$ cat src/rtl/operand_fetch.sv
// Register-read stage: pending-write scoreboard, RAW/WAW interlock, one-entry output register.
// Optional write-back bypass into the operands: OPERAND_FETCH_BYPASS_EN.
module operand_fetch #(
  parameter int SIZE   = 16,
  parameter int DEPTH  = 8,
  parameter int CTRL_W = 8
) (
  input  logic                     clk,
  input  logic                     rst,
  input  logic                     in_valid,
  output logic                     in_ready,
  input  logic [$clog2(DEPTH)-1:0] in_ra,
  input  logic [$clog2(DEPTH)-1:0] in_rb,
  input  logic [$clog2(DEPTH)-1:0] in_rc,
  input  logic                     in_wr,
  input  logic [CTRL_W-1:0]        in_ctrl,
  output logic [$clog2(DEPTH)-1:0] raddr0,
  output logic [$clog2(DEPTH)-1:0] raddr1,
  input  logic [SIZE-1:0]          read_data0,
  input  logic [SIZE-1:0]          read_data1,
  input  logic                     wb_valid,
  input  logic [$clog2(DEPTH)-1:0] wb_addr,
  input  logic [SIZE-1:0]          wb_data,
  output logic                     out_valid,
  input  logic                     out_ready,
  output logic [SIZE-1:0]          out_a,
  output logic [SIZE-1:0]          out_b,
  output logic [$clog2(DEPTH)-1:0] out_rc,
  output logic                     out_wr,
  output logic [CTRL_W-1:0]        out_ctrl
);

  localparam int AW = $clog2(DEPTH);
  localparam logic [AW-1:0] ZREG = AW'(DEPTH - 1);

  logic [DEPTH-1:0] pending;
  logic [DEPTH-1:0] pending_nx;
  logic [SIZE-1:0]  op_a, op_b;
  logic             byp_a, byp_b;
  logic             haz_a, haz_b, haz_waw;
  logic             accept;

  assign raddr0 = in_ra;
  assign raddr1 = in_rb;

  always_comb begin
`ifdef OPERAND_FETCH_BYPASS_EN
    byp_a = wb_valid && (wb_addr == in_ra);
    byp_b = wb_valid && (wb_addr == in_rb);
`else
    byp_a = 1'b0;
    byp_b = 1'b0;
`endif
    op_a = (in_ra == ZREG) ? '0 : (byp_a ? wb_data : read_data0);
    op_b = (in_rb == ZREG) ? '0 : (byp_b ? wb_data : read_data1);

    haz_a   = pending[in_ra] && (in_ra != ZREG) && !byp_a;
    haz_b   = pending[in_rb] && (in_rb != ZREG) && !byp_b;
    // A writer retiring this cycle frees its destination for the next writer.
    haz_waw = in_wr && (in_rc != ZREG) && pending[in_rc] &&
              !(wb_valid && (wb_addr == in_rc));

    in_ready = (!out_valid || out_ready) && !(haz_a || haz_b || haz_waw);
    accept   = in_valid && in_ready;
  end

  // Clear from write-back first so a same-cycle set on the same bit wins.
  always_comb begin
    pending_nx = pending;
    if (wb_valid)
      pending_nx[wb_addr] = 1'b0;
    if (accept && in_wr && (in_rc != ZREG))
      pending_nx[in_rc] = 1'b1;
    pending_nx[ZREG] = 1'b0;
  end

  always_ff @(posedge clk) begin
    if (!rst) begin
      out_valid <= 1'b0;
      out_a     <= '0;
      out_b     <= '0;
      out_rc    <= '0;
      out_wr    <= 1'b0;
      out_ctrl  <= '0;
      pending   <= '0;
    end else begin
      if (accept) begin
        out_valid <= 1'b1;
        out_a     <= op_a;
        out_b     <= op_b;
        out_rc    <= in_rc;
        out_wr    <= in_wr;
        out_ctrl  <= in_ctrl;
      end else if (out_ready) begin
        out_valid <= 1'b0;
      end
      pending <= pending_nx;
    end
  end

endmodule

$ cat config.mk
export PLATFORM = sky130hd
export DESIGN_NAME = operand_fetch
export DESIGN_NICKNAME = d
export VERILOG_FILES = /design/src/rtl/operand_fetch.sv
export SDC_FILE = /design/constraint.sdc
export NUM_CORES = 1
export LEC_CHECK = 0
export ABC_AREA = 1
export CAP_MARGIN = 40
export CORE_ASPECT_RATIO = 0.75
export CORE_MARGIN = 2
export CORE_UTILIZATION = 37
export CTS_CLUSTER_SIZE = 12
export DETAILED_ROUTE_END_ITERATION = 7
export PLACE_DENSITY = 0.77
export SYNTH_ARGS = -nofsm -noshare
export SYNTH_HDL_FRONTEND = slang
export SYNTH_SLANG_ARGS = --single-unit
export TNS_END_PERCENT = 100
$ cat constraint.sdc
create_clock -name clk -period 1.6 [get_ports clk]
set_input_delay 0.32 -clock clk [delete_from_list [all_inputs] [get_ports clk]]
set_output_delay 0.32 -clock clk [all_outputs]
set_load 0.02 [all_outputs]
Word level (Yosys, flattened, before mapping). Cells that the tools add are included. Widths: inputs -> output; s select.

Register bits after elaboration: 52. Logic and storage cells: 57.

Equal/unequal tests: 6. Reductions and logical operators: 19. Muxes and demuxes: 16. Bitwise operators: 3. Order comparisons: 6.

Operator list (number): $mux 16 (2); $lt 3x4->1 const B (4); $mux 7 (2); $logic_and 1x1->1 (12); $bmux 1 s3 (3); $ne 3x3->1 const B (3); $and 7x7->7 (1); $mux 1 (7); $not 7->7 (1); $or 7x7->7 (1); $demux 1 s3 (2); $eq 3x3->1 const B (2); $ge 3x1->1 const B (2); $eq 3x3->1 (1); $logic_not 1->1 (3); $logic_or 1x1->1 (3); $reduce_bool 2->1 (1).

Longest topological paths before layout. Gate-level depths: netlist of the first run.

Depth after elaboration: 11. Gate-level depth with buffers: 15. Depth with buffers taken out: 13.

Worst setup path before layout of the first run. No wires, ideal clock.

Path type: input -> register. Start point: in in_ra[0]. End point: reg out_ctrl[4]. Required time: 1462 ps. Path buffers: 2. Slack: -9 ps. Arrival: 1471 ps. Stages on the path: 10. Setup time: 138 ps. Cell sequence: buf_2 -> o211ai_1 -> nand2_1 -> nand2_1 -> nand3_2 -> nor2_8 -> nand2_8 -> buf_8 -> nand2_2 -> a21oi_2.

Word-level cells in the longest chain between the ends: 8. Elaborated cells between the ends (all ways): 9.

Ends and longest elaborated chain: start: declaration (RTL line 12) `input logic [$clog2(DEPTH)-1:0] in_ra,`; $bmux 1 s3 (RTL line 57) `haz_a = pending[in_ra] && (in_ra != ZREG) && !byp_a;`; $mux 1 (implied by the code) (RTL line 57); $logic_and 1x1->1 * (RTL line 57); $logic_or 1x1->1 * (2 in a row) (RTL line 63) `in_ready = (!out_valid || out_ready) && !(haz_a || haz_b || haz_waw);`; $logic_not 1->1 * (RTL line 63); $logic_and 1x1->1 * (RTL line 63); $logic_and 1x1->1 * (RTL line 64) `accept = in_valid && in_ready;`; end signal: assignment (RTL line 93) `out_ctrl <= in_ctrl;`; end: declaration (RTL line 30) `output logic [CTRL_W-1:0] out_ctrl`.

Every way passes the cells marked *; elsewhere a longest branch is shown, timed or not. The select of a mux whose other input is x is not followed. A chain may end at the register's enable or synchronous reset.

Final worst setup path of the first run.
Start point: reg pending[0]. End point: reg pending[3].

Word-level cells in the longest chain between the ends: 11. Elaborated cells between the ends (all ways): 18.

Ends and longest elaborated chain: start: declaration (RTL line 36) `logic [DEPTH-1:0] pending;`; start signal: assignment (RTL line 97) `pending <= pending_nx;`; $bmux 1 s3, on equally long branches (RTL line 57, 58, 60); $mux 1, on equally long branches (RTL line 57, 58, 60); $logic_and 1x1->1, on equally long branches (RTL line 57, 58, 60); $logic_or 1x1->1 / $logic_and 1x1->1 (equally long branches) (RTL line 63, 60); $logic_or 1x1->1 * (RTL line 63); $logic_not 1->1 * (RTL line 63); $logic_and 1x1->1 * (RTL line 63); $logic_and 1x1->1 * (RTL line 64); $logic_and 1x1->1 * (2 in a row) (RTL line 72) `if (accept && in_wr && (in_rc != ZREG))`; $mux 7 * (RTL line 72).

Marked as above.

==> impl_metrics.tcl, run 1 <==
set metrics [dict create \
    post-place-ws_ns -1.012 \
    worst_setup_path_end_kind "flop" \
    place_area_sq_um 3817 \
    final_common_cell "nand2_1" \
    ant_nets 0 \
    skew_ns 0.006163 \
    rsz0062_at_grt "yes" \
    hold_viol_final 0 \
    path_class "reg2reg" \
    ys_seq_elements 52 \
    slew_headroom 0.6742 \
    crit_path_start_kind "flop" \
    power_density_nw_per_um2 770.7 \
    cts_hold_buf 0 \
    diodes 0 \
    wl_per_cell_um 16.15 \
    fmax_ghz 0.5340 \
    initial_core_util 0.3853 \
    setup_viol 53 \
    cts_buffers 5 \
    finalNetCount 538 \
    hold_ws_ns 0.4636 \
    dp_cells 534 \
    synth_top_area_share 0.3936 \
    cts.sinks 52 \
    wl_um 9090 \
    die_y_um 77.23 \
    vias 2898 \
    fin_crit_sh 1.170 \
    grt_max_degree 53 \
    required_ns 1.84 \
    design_area_sq_um 4467 \
    die_w_um 101.6 \
    crit_buf_inv 3 \
    port_buffers 109 \
    final-instance-count-excl-fill 563 \
    htreeDepth 2 \
    netlist-cell-type-count 28 \
    die_area_sq_um 7848 \
    slew_viol_final 0 \
    core_sq_um 6864 \
    vdd_drop_max_mv 0.4954 \
    crit_family "simple AND/OR/NAND/NOR gates" \
    post-route-drc-count 0 \
    hold_class "reg2reg" \
    syn_nets 406 \
    synth_area_leaders "dfxtp_1 (39%), nand2_1 (11%), nand4_1 (9.2%), a21oi_1 (7.9%), nand3_2 (4.2%)" \
    slowest_delay_ns 0.35 \
    ys.warnings.count 0 \
    avgSynthCellArea_sq_um 7.967 \
    cap_violations 0 \
    drt-initial-drc-count 181 \
    layout_common_cells "nand2_1 (62), dfxtp_1 (50), clkdlybuf4s50_1 (46), nand4_1 (39), a21oi_1 (30)" \
    dp.final_hpwl_um 5489 \
    syn_inst 332 \
    cts.clk_slew.worst_paths_ns 0.10 \
    p_leak_nw 2.244 \
    via_per_inst 5.147 \
    grt_pass1_vias 2739 \
    grt_pass1_wl_um 12720 \
    violations "negative setup slack" \
    cp_cell_sequence "or2_0 > nand3_1 > nand2_1 > o21ai_2 > nand2_2 > nor2_8 > buf_4 > clkbuf_16 > clkbuf_16 > nand4_1 > a21oi_1" \
    p_total_mw 3.443 \
    min_period_ns 1.872 \
    fillers 585 \
    grt_antenna_before_repair 0 \
    insertion_delay_ns 0.31 \
    rows 26 \
    cpMostUsedCell "clkbuf_16" \
    cts_root_buf "clkbuf_8" \
    ios 126 \
    yosysTopAreaCell "dfxtp_1" \
    grt_use_total 0.2016 \
    syn_area_sq_um 2645 \
    outcome "finished, violations left" \
    setup_tns_ns -10.48 \
    cts_tree "done" \
    drtPass1Iterations 4 \
    cts_buffer_depth 2 \
    gp_congestion 0.8294 \
    path_max_fanout 7 \
    finalCoreUtilization 0.6507 \
    tightest_slew_ns 0.4887 \
    setup_slack_ns -0.2725 \
    ys_seq_area_frac 0.3936 \
    crit_path_top_delay_cell "dfxtp_2" \
    synthToLayoutAreaGrowth_pct 68.87 \
    gr-total-overflow 0 \
    layout-drive-gt1-share 0.2925 \
    worstPathArrival_ns 2.11 \
]
area by class of cell:
class                   instances  area, sq um  area share
repair buffers                153         1645      0.3683
multi-input cells             236         1465      0.3280
flip-flops and latches         52         1044      0.2336
well taps                      98        122.6     0.02745
inverters                      16        75.07     0.01681
clock buffers                   5        68.82     0.01541
clock inverters                 3        46.29     0.01036
cells in the mapped netlist (all sizes together):
| cell type | count |
|---|---|
| nand4 | 39 |
| a21oi | 53 |
| dfxtp | 52 |
| buf | 27 |
| or2 | 1 |
| nor2 | 7 |
| nand3 | 21 |
| o21ai | 9 |
| inv | 15 |
| nor3 | 6 |
| o211ai | 2 |
| clkinv | 1 |
| clkbuf | 6 |
| nand2 | 92 |
| o31ai | 1 |
path summary, 6_finish.rpt:
path                    start           to  slack (ns)  cells past startpoint
setup reg to reg   pending[0]   pending[3]       -0.27                     11
hold reg to reg   out_ctrl[3]  out_ctrl[3]        0.46                      2
setup / recovery   pending[0]   pending[3]       -0.27                     11
hold / removal    out_ctrl[3]  out_ctrl[3]        0.46                      2
flip-flops by register name (all words and copies together) (netlist names):
name	flops
out_a	16
out_rc	3
out_valid	1
out_ctrl	8
pending	7
out_wr	1
out_b	16
tightest hold or removal path, cell delays in order (launching register included):
cell     delay (ns)
dfxtp_1        0.33
nand2_2        0.06
a21oi_2        0.04
routing by layer:
layer  up-vias  share of wire  GRT usage
met1      1348           0.43     0.2573
met4         0          0.012    0.04459
met3        15           0.10    0.07475
li1       1405              -          -
met2       130           0.46     0.3230
met5         -              0          0
timing repair:
item | CTS | global route
resized for setup | 60 | 73
pin swaps | 11 | 13
setup endpoints to repair | 77 | 82
cloned | 1 | 10
setup buffers | 1 | 9
report_power, final:
group	switching, mW	leakage (nW)	internal (mW)	total, mW
registers	0.0459	0.425	1.36	1.41
clock network	0.461	0.0548	0.472	0.933
logic	0.562	1.76	0.537	1.10
kinds of logic (layout without fill, tap and decap cells):
family | after synthesis | after routing | synth area share
buffers and inverters | 49 | 177 | 0.1329
AOI/OAI and AO/OA | 65 | 65 | 0.1429
DFF | 52 | 52 | 0.3936
and+or+nand+nor | 166 | 171 | 0.3307
No activity file was read; power rests on OpenSTA's default activity.
==> run 2, diff against run 1 <==
Settings changed: ABC_AREA 1 to 0, CORE_UTILIZATION 37 to 36.
==> impl_metrics.tcl, run 2 <==
set metrics [dict create \
    setup_slack_ns -0.5128 \
    hold_ws_ns 0.4590 \
    path_max_fanout 2 \
    syn_inst 271 \
    ys_seq_area_frac 0.4258 \
    ys_seq_elements 52 \
    path_class "in2out" \
    hold_class "reg2reg" \
    min_period_ns 2.113 \
    cts.sinks 52 \
    die_area_sq_um 7473 \
    ant_nets 0 \
    setup_viol 53 \
    place_area_sq_um 3891 \
    ios 126 \
    ys.warnings.count 0 \
    power_density_nw_per_um2 716.2 \
    hold_path_end "out_b[0]" \
    reg2reg_slack_ns -0.47 \
    hp-start "out_b[0]" \
    grt_use_total 0.1847 \
    met1_usage 0.2470 \
    post-place-ws_ns -1.178 \
    synthToLayoutAreaGrowth_pct 72.31 \
    top_regs "out_a: 16 flops, out_b: 16 flops, out_ctrl: 8 flops" \
    final_common_cell "nand2_1" \
    cts.clk_slew.worst_paths_ns 0.09 \
    multi_input_area_sq_um 1284 \
    regArea_sq_um 1055 \
    drt-initial-drc-count 63 \
    post-route-drc-count 0 \
    fmax_ghz 0.4733 \
    cts_tree "done" \
    outcome "finished, violations left" \
    netlist-cell-type-count 30 \
    vdd_drop_max_mv 0.3930 \
    wl_per_cell_um 14.37 \
    busiest_layer "met2" \
    synth_area_leaders "dfxtp_1 (43%), mux2i_1 (21%), nand2_1 (15%), buf_6 (2.8%), buf_4 (2.1%)" \
    cap_violations 0 \
    wl_um 7143 \
    die_w_um 99.16 \
    via_per_inst 4.769 \
    timing.rr.start "pending[0]" \
    rsz0062_at_grt "yes" \
    port_buffers 109 \
    core_sq_um 6444 \
    diodes 0 \
    cts_hold_buf 0 \
    skew_ns 0.004003 \
    die_y_um 75.37 \
    synth_top_area_share 0.4258 \
    layout-drive-gt1-share 0.1947 \
    drtPass1Iterations 4 \
    p_leak_nw 2.248 \
    grt_pass1_wl_um 10980 \
    synth_commonest_cells "nand2_1 (96), dfxtp_1 (52), mux2i_1 (51)" \
    hold-path-cell-count 2 \
    gp_congestion 0.8451 \
    syn_nets 345 \
    synth_most_common_cell "nand2_1" \
    syn_area_sq_um 2445 \
    htreeDepth 2 \
    fin_crit_sh 1.320 \
    synth-async-reset-ratio 0 \
    rows 25 \
    cts_buffer_depth 2 \
    cts_root_buf "clkbuf_8" \
    layout_common_cells "nand2_1 (96), clkdlybuf4s50_1 (61), mux2i_1 (51), dfxtp_1 (47), buf_4 (41)" \
    slew_viol_final 0 \
    tightest_slew_ns 0.3647 \
    insertion_delay_ns 0.30 \
    gr-total-overflow 0 \
    crit_path_start_kind "input pin" \
    dp.final_hpwl_um 5311 \
    worst_setup_path_end_kind "primary output" \
    required_ns 1.28 \
    cts_buffers 5 \
    vias 2370 \
    fillers 540 \
    slew_headroom 0.7558 \
    grt_pass1_vias 2299 \
    synth_enable_flop_cells 0 \
    design_area_sq_um 4213 \
    grt_util_met3 0.04220 \
    r2r_end "out_b[13]" \
    avgSynthCellArea_sq_um 9.022 \
    grt_antenna_before_repair 0 \
    use_met2 0.3116 \
    hold_viol_final 0 \
    r2r.worst_path.cells 9 \
    initial_core_util 0.3794 \
    violations "negative setup slack" \
    synth_ff_type "dfxtp_1" \
    yosysTopAreaCell "dfxtp_1" \
    worstPathArrival_ns 1.79 \
    finalNetCount 490 \
    grt_max_degree 46 \
]
[run 2: critical path: stages]
cell and delay (ns):
clkdlybuf4s50_1 0.50, mux4_2 0.54, o31ai_4 0.08, buf_4 0.15, nor3_1 0.03, buf_4 0.17
[run 2: final cells by class]
class,count,area share
Clock inverter,1,0.001188
Multi-Input combinational cell,190,0.3047
Sequential cell,52,0.2504
Inverter,3,0.002673
Tap cell,81,0.02406
Timing Repair Buffer,164,0.3998
Clock buffer,6,0.01723
[run 2: per-layer routing]
layer | routed length, um | share of wire
met5 | 0 | 0
met4 | 55 | 0.0077
met3 | 455 | 0.064
met1 | 3281 | 0.46
met2 | 3351 | 0.47
[run 2: worst max path at each step]
| stage | from | depth (start not counted) | slack [ns] | end |
|---|---|---|---|---|
| global route | pending[0] | 9 | -0.56 | out_ctrl[2] |
| global placement | in_rc[1] | 6 | -1.12 | in_ready |
| CTS | pending[5] | 5 | -0.52 | in_ready |
| finish | in_ra[0] | 6 | -0.51 | in_ready |
| floorplan | in_rc[1] | 8 | -0.31 | pending[0] |
| detailed placement | in_rc[1] | 6 | -1.18 | in_ready |
[run 2: per-stage QoR]
stage          setup TNS [ns]  cells  power (mW)  utilization
6_report               -21.95    497       3.017       0.6538
5_1_grt                -27.22    497       3.154       0.6538
4_1_cts                -24.27    492       3.023       0.6262
3_5_place_dp           -56.45    482       2.305       0.6039
3_3_place_gp           -50.99    482       2.290       0.6039
2_1_floorplan          -12.57    271       1.846            -
[run 2: cell families (layout without fill, tap and decap cells)]
logic type	Yosys count	count (layout)	synth area share
flip-flops	52	52	0.4258
multiplexers	54	54	0.2318
XOR/XNOR	3	3	0.01075
AND/OR/NAND/NOR	111	111	0.1837
buffers and inverters	29	174	0.07472
AO/OA/AOI/OAI	22	22	0.07318
[run 2: what timing repair did]
item	4_1_cts	5_1_grt
setup endpoints to repair	59	86
gates cloned	0	1
gates resized for setup	40	46
pin swaps	7	4
setup buffers	3	4
[run 2: power breakdown]
part	switching [mW]	total (mW)	internal (mW)
logic	0.398	0.898	0.501
clock network	0.409	0.708	0.299
registers	0.0398	1.41	1.37
